[config.mk]
export PLATFORM = sky130hd
export DESIGN_NAME = msk_demux_fifo
export DESIGN_NICKNAME = d
export VERILOG_FILES = /design/src/rtl/msk_demux_fifo.sv
export SDC_FILE = /design/constraint.sdc
export NUM_CORES = 1
export LEC_CHECK = 0
export CORE_MARGIN = 3
export CORE_UTILIZATION = 25
export CTS_BUF_LIST = sky130_fd_sc_hd__clkbuf_8
export DETAILED_ROUTE_END_ITERATION = 16
export GPL_ROUTABILITY_DRIVEN = 0
export SLEW_MARGIN = 10
export SYNTH_ARGS = -nofsm -noshare
export SYNTH_HDL_FRONTEND = slang
export SYNTH_SLANG_ARGS = --single-unit
[constraint.sdc]
create_clock -name clk -period 1.97 [get_ports clk]
set_input_delay 0.591 -clock clk [delete_from_list [all_inputs] [get_ports clk]]
set_output_delay 0.591 -clock clk [all_outputs]
set_load 0.02 [all_outputs]
[src/rtl/msk_demux_fifo.sv]
// Masked 1-to-2 demultiplexer with a 2-entry FIFO.
// Each incoming sharing is steered to the true or false port by a
// non-sensitive select bit. Shares are only stored and steered, never combined.
module msk_demux_fifo #(
    parameter int d     = 2,
    parameter int count = 1
) (
    input  logic                 clk,
    input  logic                 rst,
    input  logic                 in_valid,
    output logic                 in_ready,
    input  logic                 sel,
    input  logic [count*d-1:0]   in_data,
    output logic                 out_true_valid,
    input  logic                 out_true_ready,
    output logic [count*d-1:0]   out_true_data,
    output logic                 out_false_valid,
    input  logic                 out_false_ready,
    output logic [count*d-1:0]   out_false_data
);

    localparam int W = count * d;

    logic [W-1:0] mem_data [2];
    logic         mem_dest [2];
    logic         rd_ptr;
    logic         wr_ptr;
    logic [1:0]   cnt;
    logic [1:0]   cnt_next;
    logic         push;
    logic         pop;
    logic         head_valid;
    logic         head_dest;
    logic [W-1:0] head_data;

    assign head_valid = (cnt != 2'd0);
    assign head_dest  = mem_dest[rd_ptr];
    assign head_data  = mem_data[rd_ptr];

    assign out_true_valid  = head_valid & head_dest;
    assign out_false_valid = head_valid & ~head_dest;

    // Gating uses only the non-sensitive valid bit, so each share lane stays separate.
    assign out_true_data  = head_data & {W{out_true_valid}};
    assign out_false_data = head_data & {W{out_false_valid}};

    assign push = in_valid & in_ready;
    assign pop  = (out_true_valid & out_true_ready) | (out_false_valid & out_false_ready);

    // Occupancy after this cycle's push/pop, also used to register in_ready.
    always_comb begin
        cnt_next = cnt;
        if (push && !pop) begin
            cnt_next = cnt + 2'd1;
        end else if (!push && pop) begin
            cnt_next = cnt - 2'd1;
        end
    end

    // Pointer, occupancy and ready registers; reset drops all buffered entries.
    always_ff @(posedge clk) begin
        if (rst) begin
            rd_ptr   <= 1'b0;
            wr_ptr   <= 1'b0;
            cnt      <= 2'd0;
            in_ready <= 1'b1;
        end else begin
            if (push) begin
                wr_ptr <= ~wr_ptr;
            end
            if (pop) begin
                rd_ptr <= ~rd_ptr;
            end
            cnt      <= cnt_next;
            in_ready <= (cnt_next != 2'd2);
        end
    end

    // Entry storage; cleared on reset so no stale sharing survives.
    always_ff @(posedge clk) begin
        if (rst) begin
            mem_data[0] <= '0;
            mem_data[1] <= '0;
            mem_dest[0] <= 1'b0;
            mem_dest[1] <= 1'b0;
        end else if (push) begin
            mem_data[wr_ptr] <= in_data;
            mem_dest[wr_ptr] <= sel;
        end
    end

endmodule

==> out/metrics.csv, run 1 <==
metric,value,unit
clk_latency,240,ps
fin_cells,113,
power_density,1360,mW/mm^2
htreeDepth,1,
place_ws,-231,ps
critPathArrivalTime,1330,ps
clkSlewWorstSetupHoldPaths,50,ps
met2_length,548,um
diodes,0,
power_leakage,0.376,nW
met3_length,81,um
area.growth.synth_to_final,42.9,%
final_cell_mix,"buf_4, clkdlybuf4s50_1, nor2_1",
drive_gt1_share,35.3,%
drc_errors,0,
cts.sinks,12,
portBuffers,14,
cts_setup_buffers,0,
worstPathMaxFanout,3,
wl_per_cell,10.6,um
endpoint_kind,output port,
first_global_vias,473,
drt_wl_total,1200,um
relSlewSlack,76.0,%
hold_path_class,flip-flop to flip-flop,
grt_usage,8.43,%
rows,17,
ys_seq_area_share,46.8,%
period_share,97.4,%
fmax,521,MHz
grt_overflow_total,0,
required,1380,ps
layout_setup_ws,51.4,ps
dp_hpwl,954,um
peakVddDrop,0.548,mV
clockRootBuffer,clkbuf_8,
wl_met1,533,um
dieArea,0.00321,mm^2
antenna_found_initial,0,
top_layer,met4,
reg2reg_depth,7,
via_per_inst,4.30,
clock_path_buffers,2,
coreArea,0.00232,mm^2
die_w,56.7,um
crit_type,flip-flop to output port,
netlist_area,642,um^2
period_needed,1920,ps
slew_viol_final,0,
ys_types,27,
ys_ff_latch,12,
worstMarginPinSlew,351,ps
synth_nets,68,
ios,15,
yosysWarningCount,0,
grt_pass1_wl,2040,um
dp.cells,109,
die_h,56.7,um
holdPathStages,2,
cp-start-kind,flip-flop,
fin_skew,1.35,ps
num_vias,486,
first_iter_violations,1,
finalHoldViolCount,0,
cts_tree,built,
dpl_cell_area,885,um^2
avgSynthCellArea,10.9,um^2
grt_max_degree,10,
fin_area,917,um^2
layout_commonest_cell,buf_4,
tns,0,ps
setup_viol,0,
initial_core_util,27.7,%
whs,509,ps
numCtsBuffers,3,
synthCells,59,
final_antenna_net_count,0,
status,finished clean,
dr.pass1.iters,3,
cap_violations,0,
finalNetCount,95,
rsz0062_at_grt,true,
## critical path: stages, from the launching register on
cell	delay (ps)
dfxtp_2	350
mux2i_4	220
or2b_1	270
nor2_1	100
buf_4	150
## area by class of cell
cell class | instances | area, um^2
fillers | 226 | 1400
multi-input cells | 42 | 330
flip-flops and latches | 12 | 303
repair buffers | 24 | 193
clock buffers | 3 | 41.3
well taps | 28 | 35.0
inverters | 3 | 11.3
clock inverters | 1 | 3.75
## power breakdown
group	leakage, nW	total, mW	internal, mW	switching [mW]
combinational	0.239	0.643	0.331	0.311
sequential	0.114	0.375	0.337	0.0380
clock	0.0231	0.226	0.137	0.0887
total	0.376	1.24	0.805	0.438
## registers in the layout (all words and copies together) (netlist names), named ones only
register,count
mem_data,4
cnt,2
mem_dest,2
in_ready,1
rd_ptr,1
wr_ptr,1
## cell usage after synthesis
| cell | n | area share, % |
|---|---|---|
| dfxtp_1 | 6 | 19 |
| or2_2 | 2 | 1.9 |
| a221oi_2 | 1 | 2.3 |
| a211oi_1 | 1 | 1.2 |
| mux2i_4 | 2 | 7.0 |
| a2111oi_0 | 1 | 1.4 |
| mux2i_1 | 2 | 3.1 |
| nand2_1 | 2 | 1.2 |
| o21bai_1 | 1 | 1.2 |
| nor3b_1 | 1 | 1.2 |
| and3_2 | 1 | 1.2 |
| edfxtp_1 | 6 | 28 |
| o21ai_0 | 1 | 0.78 |
| nor4_1 | 1 | 0.98 |
| nor3_1 | 4 | 3.1 |
| nor2_1 | 7 | 4.1 |
| a21oi_1 | 1 | 0.78 |
| nand2b_1 | 2 | 1.9 |
| xnor3_1 | 1 | 3.5 |
| or2b_1 | 1 | 1.2 |
| clkbuf_1 | 2 | 1.2 |
| xor2_1 | 1 | 1.4 |
| and2_1 | 6 | 5.8 |
| inv_1 | 3 | 1.8 |
| xnor2_1 | 1 | 1.4 |
| ha_1 | 1 | 1.9 |
| maj3_2 | 1 | 1.8 |
## through the flow
step / util, % / total power, mW
after global routing: 39.6 / 1.34
after global placement: 38.2 / 1.02
final: 39.6 / 1.24
after detailed placement: 38.2 / 1.04
after floorplan: - / 0.794
after CTS: 39.4 / 1.26
## per-layer routing
metal	track usage, %	vias up
met5	0	-
met4	7.12	0
met3	2.76	4
met2	12.2	15
met1	9.90	211
li1	-	256
## cell families after synthesis
kind of cell	after synthesis	synth area share, %
AO/OA/AOI/OAI	6	7.60
flip-flops	12	46.8
XOR/XNOR	3	6.24
adder cells (fa/ha/maj)	2	3.70
buffers and inverters	5	2.92
AND/OR/NAND/NOR	27	22.6
multiplexers	4	10.1
## path summary, 6_finish.rpt
check | startpoint | to | slack, ps
hold reg to reg | cnt[1]$_SDFF_PP0_ | cnt[1]$_SDFF_PP0_ | 510
hold / removal | cnt[1]$_SDFF_PP0_ | cnt[1]$_SDFF_PP0_ | 510
setup / recovery | flip-flop | out_false_data[1] | 50
setup reg to reg | cnt[0]$_SDFF_PP0_ | in_ready$_SDFF_PP1_ | 280
## repair_timing
item | in CTS | in global routing
gates cloned | 0 | 0
hold endpoints to repair | 0 | 0
hold buffers | 0 | 0
endpoints found under the setup margin | 6 | 5
pin swaps | 0 | 2
gates resized for setup | 29 | 4
Power figures use the tool's default switching activity.
==> run 2, diff against run 1 <==
HOLD_SLACK_MARGIN = 0.1   (was not set)
==> results of run 2 <==
Same layout as run 1: the final DEF is identical, and so are final timing and power.
==> run 3, diff against run 2 <==
--- a/config.mk
+++ b/config.mk
@@ -13,3 +13,3 @@
 export HOLD_SLACK_MARGIN = 0.1
-export SLEW_MARGIN = 10
+export SLEW_MARGIN = 20
 export SYNTH_ARGS = -nofsm -noshare
==> constraint.sdc (replaced) <==
create_clock -name clk -period 1.97 [get_ports clk]
set_input_delay 0.394 -clock clk [delete_from_list [all_inputs] [get_ports clk]]
set_output_delay 0.394 -clock clk [all_outputs]
set_load 0.02 [all_outputs]
==> run 3 against run 2 <==
- largest cell class unchanged
- worst setup slack improved by 25 ps
- non-clock buffer count is 4 lower
- critical path type unchanged
- combinational power decreased by 8.1%
- cell area is 3.7% lower
- utilization decreased by 1.5 points
- sequential power about the same
==> out/metrics.csv, run 3 (synthesis results as in run 1) <==
metric,value,unit
status,finished clean,
setup_viol,0,
reg2reg_depth,7,
finalNetCount,91,
reg_top3,"mem_data: 4 flops, cnt: 2 flops, mem_dest: 2 flops",
worstReg2RegStart,cnt[0]$_SDFF_PP0_,
top_register,mem_data,
clockRootBuffer,clkbuf_8,
first_global_vias,491,
numCtsBuffers,3,
htreeDepth,1,
finalPower,1.18,mW
p_comb_share,49.9,%
crit_type,flip-flop to output port,
num_vias,478,
die_w,56.7,um
largest_register_ffs,4,
power.internal,0.766,mW
fin_util,38.1,%
dieArea,0.00321,mm^2
power_leakage,0.356,nW
cp-start-kind,flip-flop,
clock_path_buffers,2,
layout_commonest_cell,clkdlybuf4s50_1,
cap_violations,0,
hold_path_class,flip-flop to flip-flop,
dpl_cell_area,855,um^2
final_antenna_net_count,0,
slew_viol_final,0,
area.growth.synth_to_final,37.6,%
cts.sinks,12,
power_density,1340,mW/mm^2
finalHoldViolCount,0,
fin_area,883,um^2
ios,15,
path_cells,inv_1 -> ha_1 -> buf_4 -> nor3_1 -> clkdlybuf4s15_1,
drive_gt1_share,23.5,%
worstMarginPinSlew,390,ps
endpoint_kind,output port,
critPathMaxStageDelay,350,ps
tns,0,ps
fin_skew,2.22,ps
period_needed,1890,ps
final_cell_mix,"clkdlybuf4s50_1, nor2_1",
period_share,96.1,%
coreArea,0.00232,mm^2
holdCritStartpoint,cnt[1]$_SDFF_PP0_,
drc_errors,0,
portBuffers,14,
die_h,56.7,um
fin_cells,109,
grt_pass1_wl,2030,um
cts_tree,built,
grt_overflow_total,0,
grt_usage,8.23,%
critPathArrivalTime,1500,ps
via_per_inst,4.39,
holdPathStages,2,
rows,17,
clockPowerShare,18.5,%
hold_end,cnt[1]$_SDFF_PP0_,
fillers,226,
rsz0062_at_grt,false,
dp_hpwl,935,um
reg2reg_slack,230,ps
hold_buffers,0,
clkSlewWorstSetupHoldPaths,50,ps
peakVddDrop,0.501,mV
wl_per_cell,10.5,um
pwr-share-seq,31.6,%
slowest_stage,dfxtp_1,
relSlewSlack,73.4,%
dp.cells,105,
p_sw_share,35.3,%
dr.pass1.iters,2,
initial_core_util,27.7,%
required,1580,ps
first_iter_violations,7,
power.switching,0.418,mW
fmax,528,MHz
grt_max_degree,13,
r2r_end,in_ready$_SDFF_PP1_,
worstPathMaxFanout,5,
diodes,0,
clk_latency,240,ps
drt_wl_total,1150,um
antenna_found_initial,0,
-- run 3: final cells by class --
type / count / area, um^2 / area share (%)
flip-flops and latches: 12 / 300 / 34.0
clock buffers: 3 / 41.3 / 4.67
repair buffers: 20 / 169 / 19.1
well taps: 28 / 35.0 / 3.97
clock inverters: 1 / 3.75 / 0.425
multi-input cells: 42 / 323 / 36.5
inverters: 3 / 11.3 / 1.27
-- run 3: power groups by stage --
stage	sequential (mW)	combinational (mW)	clock (mW)
6_report	0.374	0.591	0.219
5_1_grt	0.383	0.659	0.242
4_1_cts	0.375	0.609	0.226
3_5_place_dp	0.379	0.633	0
3_3_place_gp	0.376	0.615	0
2_1_floorplan	0.382	0.412	0
-- run 3: timing repair --
| action | 4_1_cts | 5_1_grt |
|---|---|---|
| setup buffers | 0 | 0 |
| resized for setup | 8 | 6 |
| endpoints found under the setup margin | 6 | 5 |
-- run 3: worst max path at each step --
stage               cells after the start  slack (ps)               from                 to
floorplan                               3         250          flip-flop  out_false_data[0]
finish                                  5          80  cnt[0]$_SDFF_PP0_   out_true_data[1]
global route                            5           2  cnt[0]$_SDFF_PP0_   out_true_data[0]
CTS                                     4           8          flip-flop  out_false_data[1]
global placement                        4           2          flip-flop  out_false_data[1]
detailed placement                      4         -40          flip-flop  out_false_data[1]
-- run 3: stage by stage --
| step | worst slack [ps] | hold WS (ps) |
|---|---|---|
| final | 76.3 | 504 |
| after global routing | 2.45 | 540 |
| after CTS | 8.37 | 512 |
| after detailed placement | -38.2 | 505 |
| after global placement | 1.88 | 483 |
| after floorplan | 249 | 477 |
-- run 3: critical path: cells and delay by family (launching register included) --
kind | cells | cell delay [ps]
adder cells (fa/ha/maj) | 1 | 200
buffers and inverters | 3 | 540
flip-flops | 1 | 350
AND/OR/NAND/NOR | 1 | 170
-- run 3: metal layers --
layer	global-route usage (%)	share of wire, %	up-vias
li1	-	-	250
met1	9.00	43	209
met2	13.4	48	15
met3	2.30	7.0	4
met4	6.10	2.0	0
met5	0	0	-
